==> src/rtl/lcd_pattern_streamer.sv <==
// RGB565 test-pattern frame generator: scans a frame in row- or column-major order
// and serialises every pixel into two bytes on a valid/ready byte stream.
module lcd_pattern_streamer #(
    parameter int H_RES      = 320,
    parameter int V_RES      = 240,
    parameter int COL_MAJOR  = 1,
    parameter int BYTE_ORDER = 0,
    parameter int CHECK_LOG2 = 3,
    parameter int BAR_LOG2   = 6,
    parameter int SYNC_FMARK = 1
) (
    input  logic        clock,
    input  logic        reset_n,
    input  logic        enable,
    input  logic [1:0]  mode,
    input  logic [15:0] color,
    input  logic        lcd_fmark,
    output logic        out_valid,
    output logic [7:0]  out_data,
    input  logic        in_ready,
    output logic        busy,
    output logic        frame_done,
    output logic [15:0] frame_count
);

    localparam int CW = 10;

    typedef enum logic [2:0] {
        S_IDLE,
        S_SYNC,
        S_LOAD,
        S_BYTE0,
        S_BYTE1,
        S_DONE
    } state_t;

    state_t          r_state;
    logic [CW-1:0]   r_x;
    logic [CW-1:0]   r_y;
    logic [1:0]      r_mode;
    logic [15:0]     r_color;
    logic [15:0]     r_pix;
    logic            r_fm_meta;
    logic            r_fm_sync;
    logic            r_fm_prev;

    logic            w_fm_rise;
    logic            w_last;
    logic            w_start;
    logic [CW-1:0]   w_nx;
    logic [CW-1:0]   w_ny;
    logic [15:0]     w_next_pix;
    logic [15:0]     w_first_pix;

    function automatic logic [15:0] pattern(input logic [1:0]    m,
                                            input logic [15:0]   c,
                                            input logic [CW-1:0] x,
                                            input logic [CW-1:0] y);
        logic [CW-1:0] w_xt;
        logic [CW-1:0] w_yt;
        pattern = 16'h0000;
        w_xt    = '0;
        w_yt    = '0;
        unique case (m)
            2'd0: pattern = {x[5:1], y[5:0], 5'd0};
            2'd1: pattern = c;
            2'd2: begin
                w_xt    = x >> CHECK_LOG2;
                w_yt    = y >> CHECK_LOG2;
                pattern = (w_xt[0] ^ w_yt[0]) ? 16'h0000 : c;
            end
            2'd3: begin
                w_xt = x >> BAR_LOG2;
                unique case (w_xt[2:0])
                    3'd0: pattern = 16'hFFFF;
                    3'd1: pattern = 16'hFFE0;
                    3'd2: pattern = 16'h07FF;
                    3'd3: pattern = 16'h07E0;
                    3'd4: pattern = 16'hF81F;
                    3'd5: pattern = 16'hF800;
                    3'd6: pattern = 16'h001F;
                    3'd7: pattern = 16'h0000;
                endcase
            end
        endcase
    endfunction

    function automatic logic [7:0] first_byte(input logic [15:0] p);
        return (BYTE_ORDER != 0) ? p[7:0] : p[15:8];
    endfunction

    function automatic logic [7:0] second_byte(input logic [15:0] p);
        return (BYTE_ORDER != 0) ? p[15:8] : p[7:0];
    endfunction

    // Two-flop synchroniser for the asynchronous tearing-effect input, plus an
    // edge register so a level held high only starts one frame.
    always_ff @(posedge clock or negedge reset_n) begin
        if (!reset_n) begin
            r_fm_meta <= 1'b0;
            r_fm_sync <= 1'b0;
            r_fm_prev <= 1'b0;
        end else begin
            // NOTE: non-blocking assignments let every flop sample the pre-edge
            // value, so this chain really is three stages and not one wire.
            r_fm_meta <= lcd_fmark;
            r_fm_sync <= r_fm_meta;
            r_fm_prev <= r_fm_sync;
        end
    end

    assign w_fm_rise = r_fm_sync & ~r_fm_prev;
    assign w_last    = (r_x == CW'(H_RES - 1)) && (r_y == CW'(V_RES - 1));

    always_comb begin
        // NOTE: defaults first so every path assigns both outputs (no latch).
        w_nx = r_x;
        w_ny = r_y;
        if (COL_MAJOR != 0) begin
            if (r_y == CW'(V_RES - 1)) begin
                w_ny = '0;
                w_nx = r_x + 1'b1;
            end else begin
                w_ny = r_y + 1'b1;
            end
        end else begin
            if (r_x == CW'(H_RES - 1)) begin
                w_nx = '0;
                w_ny = r_y + 1'b1;
            end else begin
                w_nx = r_x + 1'b1;
            end
        end
    end

    assign w_next_pix  = pattern(r_mode, r_color, w_nx, w_ny);
    assign w_first_pix = pattern(mode, color, '0, '0);

    // A back-to-back frame without fmark sync folds LOAD into DONE, leaving a
    // single bubble cycle between frames.
    assign w_start = (r_state == S_LOAD) ||
                     ((r_state == S_DONE) && enable && (SYNC_FMARK == 0));

    always_ff @(posedge clock or negedge reset_n) begin
        if (!reset_n) begin
            r_state     <= S_IDLE;
            r_x         <= '0;
            r_y         <= '0;
            r_mode      <= 2'd0;
            r_color     <= 16'h0000;
            r_pix       <= 16'h0000;
            out_valid   <= 1'b0;
            out_data    <= 8'h00;
            busy        <= 1'b0;
            frame_done  <= 1'b0;
            frame_count <= 16'h0000;
        end else begin
            frame_done <= 1'b0;
            if (w_start) begin
                r_mode    <= mode;
                r_color   <= color;
                r_x       <= '0;
                r_y       <= '0;
                r_pix     <= w_first_pix;
                out_valid <= 1'b1;
                out_data  <= first_byte(w_first_pix);
                busy      <= 1'b1;
                r_state   <= S_BYTE0;
            end else begin
                unique case (r_state)
                    S_IDLE: begin
                        if (enable) begin
                            if (SYNC_FMARK != 0) r_state <= S_SYNC;
                            else                 r_state <= S_LOAD;
                        end
                    end
                    S_SYNC: begin
                        if (!enable)        r_state <= S_IDLE;
                        else if (w_fm_rise) r_state <= S_LOAD;
                    end
                    S_BYTE0: begin
                        if (in_ready) begin
                            out_data <= second_byte(r_pix);
                            r_state  <= S_BYTE1;
                        end
                    end
                    S_BYTE1: begin
                        if (in_ready) begin
                            if (w_last) begin
                                out_valid   <= 1'b0;
                                out_data    <= 8'h00;
                                busy        <= 1'b0;
                                frame_done  <= 1'b1;
                                frame_count <= frame_count + 16'd1;
                                r_x         <= '0;
                                r_y         <= '0;
                                r_state     <= S_DONE;
                            end else begin
                                r_x      <= w_nx;
                                r_y      <= w_ny;
                                r_pix    <= w_next_pix;
                                out_data <= first_byte(w_next_pix);
                                r_state  <= S_BYTE0;
                            end
                        end
                    end
                    S_DONE: begin
                        if (enable && (SYNC_FMARK != 0)) r_state <= S_SYNC;
                        else                             r_state <= S_IDLE;
                    end
                    default: r_state <= S_IDLE;
                endcase
            end
        end
    end

endmodule
==> config.mk <==
export PLATFORM = sky130hd
export DESIGN_NAME = lcd_pattern_streamer
export DESIGN_NICKNAME = d
export VERILOG_FILES = /design/src/rtl/lcd_pattern_streamer.sv
export SDC_FILE = /design/constraint.sdc
export NUM_CORES = 1
export LEC_CHECK = 0
export CELL_PAD_IN_SITES_DETAIL_PLACEMENT = 1
export CELL_PAD_IN_SITES_GLOBAL_PLACEMENT = 1
export CORE_MARGIN = 2
export CORE_UTILIZATION = 40
export DETAILED_ROUTE_END_ITERATION = 6
export GPL_ROUTABILITY_DRIVEN = 0
export PLACE_DENSITY_LB_ADDON = 0.1
export SYNTH_ARGS = -nofsm -noshare
export SYNTH_HDL_FRONTEND = slang
export SYNTH_SLANG_ARGS = --single-unit
==> constraint.sdc <==
create_clock -name clock -period 3.75 [get_ports clock]
set_input_delay 0.375 -clock clock [delete_from_list [all_inputs] [get_ports clock]]
set_output_delay 0.375 -clock clock [all_outputs]
set_load 0.01 [all_outputs]
Word-level counts from Yosys, hierarchy flattened
Memories as Yosys holds them, arrays and structs flattened.
Index checks and enable logic that the tools add are counted.

word-level totals
  memories kept = 1
  flip-flop bits (word level) = 78
  memory bits (writable) = 0
  logic and storage cells = 96
  latch bits = 0
  ROM bits = 128

memories
  memory            depth  bits a word  read ports  clocked after memory_dff  write ports  RTL line  source
  (name not given)  8      16           1           0                         0            74        unique case (w_xt[2:0])

cells by class
  multiplexer cells = 39
  multiply operators = 0
  magnitude comparators = 0
  bitwise logic cells = 4
  divide/modulo/power cells = 0
  $add $sub $neg = 3
  reduce and logical (&&, ||, !) cells = 17
  equal/unequal tests = 18
  shift-type cells = 0

operators by type and width
  operator                                                                 count
  10-bit 2-to-1 mux                                                        10
  8-bit 2-to-1 mux                                                         8
  16-bit one-hot mux with 4 select lines                                   1
  16-bit one-hot mux with 3 select lines                                   1
  3-bit 2-to-1 mux                                                         7
  10-bit by 1-bit adder with 10-bit output (second input constant)         2
  16-bit by 1-bit adder with 16-bit output (second input constant)         1
  16-bit 2-to-1 mux                                                        1
  8-bit one-hot mux with 2 select lines                                    1
  3-bit one-hot mux with 5 select lines                                    1
  3-bit AND reduction                                                      4
  10-bit by 8-bit equality test with 1-bit output (second input constant)  1
  10-bit by 9-bit equality test with 1-bit output (second input constant)  1
  1-bit 2-to-1 mux                                                         9
  3-bit inequality test (second input constant)                            3
  2-bit equality test (second input constant)                              4
  4-bit AND reduction                                                      2
  3-bit by 2-bit equality test with 1-bit output (second input constant)   2
  3-bit equality test (second input constant)                              2
  2-bit nonzero test                                                       3
  3-bit nonzero test                                                       2
  2-bit by 1-bit equality test with 1-bit output (second input constant)   2
  2-bit logical NOT                                                        2
  4-bit inequality test (second input constant)                            1
  other kinds (9)                                                          10

Longest topological paths before layout
Gate-level depths: netlist of the first run.

  word-level depth = 9
  gate-level depth with buffers = 9

Worst setup path before layout of the first run
OpenSTA, ideal clock, no wires.

  path kind = flip-flop to flip-flop
  start = reg r_x[7]
  end = reg frame_count[9]
  stages on the path, launching flop included = 8
  path buffers = 1
  clock period less this slack = 2.344 ns
  slack = 1.406 ns
  arrival time = 2.219 ns
  setup time = 0.125 ns
  cell sequence = dfrtp_1 or3b_1 or4_1 buf_2 nor3_4 and4_4 nand4_1 xnor2_1

between the ends
  longest elaborated chain between the ends = 3

RTL lines
  what                                             RTL line  source
  start, declared                                  38        logic [CW-1:0] r_x;
  start signal, assigned                           199       r_x <= w_nx;
  10-bit by 9-bit equality test with 1-bit output  n/a
  1-bit logical AND                                113       assign w_last = (r_x == CW'(H_RES - 1)) && (r_y == CW'(V_RES - 1));
  4-bit AND reduction (no source line)             n/a
  end signal, assigned                             194       frame_count <= frame_count + 16'd1;
  end, declared                                    23        output logic [15:0] frame_count

No other way between the ends.
A chain may end at the register's enable or synchronous reset.

Worst setup path after layout of the first run
  start = reg r_y[0]
  end = reg r_pix[7]

between the ends
  longest elaborated chain between the ends = 9
  elaborated cells between the ends (all ways) = 15

RTL lines
  what                                                                                                                RTL line  source
  start, declared                                                                                                     39        logic [CW-1:0] r_y;
  start signal, assigned                                                                                              200       r_y <= w_ny;
  10-bit by 1-bit adder with 10-bit output / 10-bit by 8-bit equality test with 1-bit output (equally long branches)  n/a
  10-bit 2-to-1 mux                                                                                                   120       if (r_y == CW'(V_RES - 1)) begin
  1-bit XOR                                                                                                           70        pattern = (w_xt[0] ^ w_yt[0]) ? 16'h0000 : c;
  16-bit 2-to-1 mux                                                                                                   70
  16-bit one-hot mux with 4 select lines                                                                              64        unique case (m)
  8-bit 2-to-1 mux                                                                                                    189       if (w_last) begin
  8-bit 2-to-1 mux                                                                                                    188       if (in_ready) begin
  8-bit 2-to-1 mux                                                                                                    170       unique case (r_state)
  8-bit 2-to-1 mux                                                                                                    159       if (w_start) begin
  end signal, assigned                                                                                                164       r_pix <= w_first_pix;
  end signal, assigned                                                                                                201       r_pix <= w_next_pix;
  end, declared                                                                                                       42        logic [15:0] r_pix;

Parallel ways exist; a longest one is shown, timed or not. The select of a mux whose other input is x is not followed.

==> impl_metrics.ini, run 1 <==
[run_status]
status = complete, no violations

[routing]
via_per_inst = 5.736
wirelength_microns = 12800
drtIter0Drc = 190
post_drt_wl_per_cell_microns = 18.99
first_pass_iters = 4
num_vias = 3866
ant_nets = 0
drcViolationCount = 0

[critical_path]
timing.rr.start = r_y[0]
r2r_slack_ns = 0.98
startpoint = r_y[0]
worstReg2RegEnd = r_pix[7]
startpoint_type = flop
cp_slowest_cell = o31ai_1
path_class = flop to flop
end_kind = flop
ff2ff_path_depth = 7
cp.arrival_ns = 3.07
required_ns = 4.05
cp_cell_sequence = ha_1, nand4_1, nor4_2, a21boi_0, o31ai_1, nor3_1, a21oi_1
crit_fanout = 6
cpPeakStageDelay_ns = 0.66

[grt]
grt_use_total_pct = 24.17
grt_pass1_wl_microns = 21530
grt-ovfl-total = 0
grt_pass1_vias = 4149
grt_antenna_before_repair = 0
grt_max_degree = 79

[logic_synthesis]
syn_inst = 490
yosys-top-cells-count = 91 x nand2_1, 78 x dfrtp_1, 44 x a21oi_1, 34 x o21ai_0, 29 x nor2_1
ys_ff_latch = 78
ys_warn_count = 0
syn_area_per_cell_sq_um = 8.723
netlist.area_leader.share_pct = 45.67
yosysSeqAreaShare_pct = 45.67
yosys.area.top_type = dfrtp_1
synth_ff_type = dfrtp_1
synth_fa_ha_area_share_pct = 1.464
yosysMostFrequentCell = nand2_1
muxShareOfSynthArea_pct = 0.5269
ys_top_cells_by_area = dfrtp_1 46%, nand2_1 8.0%, a21oi_1 5.2%
synth_xor_area_share_pct = 5.123
synth_area_sq_um = 4274
synth.distinct_cells = 58
async_flop_share_pct = 100.0
synth-simple-area-share_pct = 23.74
synth_compound_gate_area_share_pct = 20.20
synth_top_family_by_area = simple AND/OR/NAND/NOR gates
syn_nets = 518
synth-edff-count = 0

[final_layout]
nets = 561
diodes = 0
fillCellCount = 1241
drive_gt1_share_pct = 6.877
syn2layout_area_growth_pct = 19.50

[clock_network]
cts_buffer_depth = 2
clk_pin_slew_ns = 0.09
clock_sinks = 78
postCtsSetupBuffers = 0
numCtsBuffers = 9
holdBufCountCts = 0
cts_tree = done
htreeDepth = 3
cts.repair.resized = 0
root_buffer = clkbuf_8
worstSkewPairLatency_ns = 0.37

[power]
p_int_mw = 1.835
p_total_mw = 3.047
p_seq_share_pct = 40.8
ir_worst_vdd_mv = 0.3538
pwr-share-clk_pct = 21.7
combPwrFrac_pct = 37.5
p_leak_nw = 2.174
p_sw_share_pct = 39.80
p_sw_mw = 1.213
power_density_nw_per_um2 = 596.7

[floorplanning]
num_rows = 37
core-area_sq_um = 10370
start_util_pct = 41.22
die_height_microns = 107.4
pin_count = 50
die-area_sq_um = 11530
chipWidth_microns = 107.4

[timing]
hold_violations = 0
fin_skew_ns = 0.007133
min_period_ns = 2.768
fin_tns_setup_ns = 0
rsz0062_at_grt = false
fin_crit_sh_pct = 73.82
setup_viol = 0
slew_headroom_pct = 32.94
worst_pin_slew_ns = 1.006
timing.fmax_ghz = 0.3612
slew_viol_final = 0

[place]
place_hpwl_microns = 9359
io_buffers = 49

[flow_run]
drv_cap = 0

[min_path]
hp-class = input pin to async pin
-- layout by cell type, fill, tap and decap left out, types with 6 or more instances in the layout --
cell	count
nor2_1	29
buf_4	12
nor3_1	8
and3_1	8
clkdlybuf4s50_1	48
xnor2_1	19
nand3_1	13
a31oi_1	11
nand2_1	91
inv_1	7
clkbuf_8	10
xor2_1	6
o21ai_0	34
a211oi_1	6
o22ai_1	9
a21oi_1	44
nor2b_1	6
nand4_1	12
dfrtp_1	78
-- critical path, delay by kind of cell (launching register included) --
family                     cells  cell delay [ns]
AOI/OAI and AO/OA              3             1.04
and+or+nand+nor                3             0.92
adders and majority gates      1             0.29
DFF                            1             0.43
-- registers in the layout, indices dropped and copies added (netlist names), 2 cells and up --
signal,flops
r_mode,2
frame_count,16
r_x,10
r_color,16
r_y,10
out_data,8
r_pix,8
r_state,3
-- worst max-delay path by stage --
stage / end / slack [ns] / cells after the start
5_1_grt: out_data[4] / 0.70 / 8
2_1_floorplan: frame_count[9] / 1.41 / 7
3_3_place_gp: r_pix[7] / 1.14 / 7
4_1_cts: out_data[0] / 0.97 / 7
3_5_place_dp: r_pix[7] / 0.99 / 7
6_report: r_pix[7] / 0.98 / 7
-- kinds of logic (layout without fill, tap and decap cells) --
family          Yosys count  in the layout
simple gates            205            205
compound gates          140            140
flops                    78             78
buf+inv                  35             83
xor+xnor                 25             25
fa+ha+maj                 5              5
mux                       2              2
-- metal layers --
layer	wire [microns]	global-route usage, %	vias up	share of wire (%)
li1	-	-	1857	-
met4	205	6.777	0	1.6
met2	6354	41.09	75	50
met1	5747	30.52	1919	45
met3	492	6.174	15	3.8
met5	0	0	-	0
-- power by group through the flow --
stage | logic (mW) | registers [mW] | clock network, mW
floorplan | 0.766 | 1.17 | 0
global route | 1.28 | 1.28 | 0.707
detailed placement | 1.14 | 1.26 | 0
CTS | 1.15 | 1.25 | 0.678
global placement | 1.10 | 1.26 | 0
finish | 1.14 | 1.24 | 0.660
-- stage by stage --
| stage | setup WS, ns | utilization [%] | instance area [sq um] | hold slack [ns] | instances |
|---|---|---|---|---|---|
| floorplan | 1.406 | - | 4274 | 0.07941 | 490 |
| CTS | 0.9718 | 49.25 | 5107 | 0.2096 | 674 |
| finish | 0.9816 | 49.25 | 5107 | 0.1662 | 674 |
| global route | 0.6986 | 49.25 | 5107 | 0.2426 | 674 |
| global placement | 1.138 | 47.32 | 4907 | 0.3355 | 658 |
| detailed placement | 0.9851 | 47.32 | 4907 | 0.3485 | 658 |
-- final cells by class --
class                           instances  area (sq um)  share of cell area, %
Tap cell                              136         170.2                  3.332
Clock buffer                           11         141.4                  2.768
Clock inverter                          5         58.81                  1.151
Inverter                                7         26.28                 0.5145
Sequential cell                        78          1952                  38.22
Multi-Input combinational cell        377          2188                  42.85
Timing Repair Buffer                   60         570.5                  11.17
Note: power is estimated with default switching activity, not from simulation.
==> run 2, diff against run 1 <==
--- a/config.mk
+++ b/config.mk
@@ -8,7 +8,7 @@
 export CELL_PAD_IN_SITES_DETAIL_PLACEMENT = 1
 export CELL_PAD_IN_SITES_GLOBAL_PLACEMENT = 1
 export CORE_MARGIN = 2
-export CORE_UTILIZATION = 40
+export CORE_UTILIZATION = 38
 export DETAILED_ROUTE_END_ITERATION = 6
 export GPL_ROUTABILITY_DRIVEN = 0
 export PLACE_DENSITY_LB_ADDON = 0.1
==> constraint.sdc (replaced) <==
create_clock -name clock -period 2.3 [get_ports clock]
set_input_delay 0.23 -clock clock [delete_from_list [all_inputs] [get_ports clock]]
set_output_delay 0.23 -clock clock [all_outputs]
set_load 0.01 [all_outputs]
==> impl_metrics.ini, run 2 (synthesis gave the netlist of run 1 again) <==
[routing]
ant_nets = 0
first_pass_iters = 4
drcViolationCount = 0
drtIter0Drc = 167
dr_wl_met3_microns = 486
top_layer_used = met4
wl_met1_microns = 6499
met2_length_microns = 6751
wirelength_microns = 13970
num_vias = 4142
via_per_inst = 5.590
post_drt_wl_per_cell_microns = 18.85

[critical_path]
end_kind = flop
worstReg2RegEnd = frame_count[9]
startpoint_type = flop
cpPeakStageDelay_ns = 0.58
cp.arrival_ns = 2.57
path_class = flop to flop
path_buf_inv = 0
endpoint = frame_count[9]
crit_fanout = 5
cp.depth = 6
required_ns = 2.57
ff2ff_path_depth = 6
cp_slowest_cell = or4_4
path_delay_family = simple AND/OR/NAND/NOR gates
cp_cell_sequence = or3_4, or4_4, nor3_4, and4_4, nand4_1, xnor2_1
timing.rr.start = r_y[4]
startpoint = r_y[4]
r2r_slack_ns = -0.002

[final_layout]
drive_gt1_share_pct = 19.80
fillCellCount = 1271
diodes = 0
nets = 624
final_cells = 741
top_regs = frame_count x16, r_color x16
final_cell_mix = 90 x nand2_1, 78 x dfrtp_1, 71 x buf_4
final_area_sq_um = 5697
layout_commonest_cell = nand2_1
syn2layout_area_growth_pct = 33.28

[min_path]
hp-class = input pin to flop

[timing]
fin_skew_ns = 0.005496
min_period_ns = 2.302
setup_viol = 1
holdWs_ns = 0.2911
slew_viol_final = 0
rsz0062_at_grt = true
worst_pin_slew_ns = 0.8675
hold_violations = 0
fin_crit_sh_pct = 100.1
slew_headroom_pct = 41.95
timing.fmax_ghz = 0.4344
setup_ws_ns = -0.002039

[grt]
grt_pass1_wl_microns = 22620
grt_use_total_pct = 24.87
grt_max_degree = 42
grt_antenna_before_repair = 0
grt-ovfl-total = 0
grt_pass1_vias = 4276

[clock_network]
cts_tree = done
cts_buffer_depth = 2
numCtsBuffers = 9
htreeDepth = 3
root_buffer = clkbuf_8
clk_pin_slew_ns = 0.08
worstSkewPairLatency_ns = 0.38
clock_sinks = 78

[power]
p_int_mw = 3.134
ir_worst_vdd_mv = 0.5356
p_sw_share_pct = 39.37
p_sw_mw = 2.035
power_density_nw_per_um2 = 907.2
p_seq_share_pct = 38.2
pwr-share-clk_pct = 20.2
combPwrFrac_pct = 41.6
p_leak_nw = 2.531
p_total_mw = 5.168

[floorplanning]
die-area_sq_um = 12110
core-area_sq_um = 10890
num_rows = 38
die_height_microns = 110.1
chipWidth_microns = 110.1
pin_count = 50
start_util_pct = 39.26

[place]
place_hpwl_microns = 10570
io_buffers = 49
place_inst = 715
dpl_cell_area_sq_um = 5329

[flow_run]
drv_cap = 0

[run_status]
status = finished with violations
violations = setup timing
==> run 2: cell types whose count changed in the layout (fill, tap and decap cells not counted), moves of 3 or more <==
cell / delta
buf_4: +59
nand3_2: +3
o21ai_0: -3
nand3_1: -3
==> run 2: metrics by stage <==
stage	setup slack [ns]	TNS, ns	utilization [%]
floorplan	-0.04389	-0.09106	-
global placement	-0.05405	-0.1599	48.94
detailed placement	-0.07307	-0.5294	48.94
CTS	0.0007458	0	51.07
global route	-0.1275	-0.6236	52.32
finish	-0.002039	-0.002039	52.32
==> run 2: timing repair <==
action                                 4_1_cts  5_1_grt
buffers inserted                             1        8
endpoints found under the hold margin       37        0
setup endpoints to repair                   15       25
gates resized for setup                      5       21
hold buffers                                 1        0
pin swaps                                    0       11
==> run 2: cell type report <==
cell class / count / area [sq um] / area share [%]
clock buffers: 12 / 165.2 / 2.899
clock inverters: 4 / 28.78 / 0.5052
inverters: 7 / 26.28 / 0.4612
multi-input cells: 377 / 2283 / 40.08
flip-flops and latches: 78 / 1952 / 34.26
well taps: 140 / 175.2 / 3.075
repair buffers: 123 / 1066 / 18.71
==> run 2: layer usage <==
metal  vias to the layer above  GRT usage, %
met1                      2070         33.86
met2                        76         41.02
met4                         0         7.957
li1                       1980             -
met3                        16         3.292
met5                         -             0
==> run 2: how the worst min path moves through the flow <==
stage,to,startpoint,depth (start not counted)
2_1_floorplan,busy,reset_n,0
3_3_place_gp,r_y[7],reset_n,1
3_5_place_dp,r_y[7],reset_n,1
4_1_cts,r_fm_meta,lcd_fmark,1
5_1_grt,r_fm_meta,lcd_fmark,1
6_report,r_fm_meta,lcd_fmark,1
==> run 2: power by group through the flow <==
stage	logic, mW	registers (mW)	clock network (mW)
finish	2.15	1.97	1.04
global placement	2.07	1.98	0
CTS	2.15	1.97	1.06
detailed placement	2.14	2.00	0
floorplan	1.25	1.90	0
global route	2.40	2.02	1.13
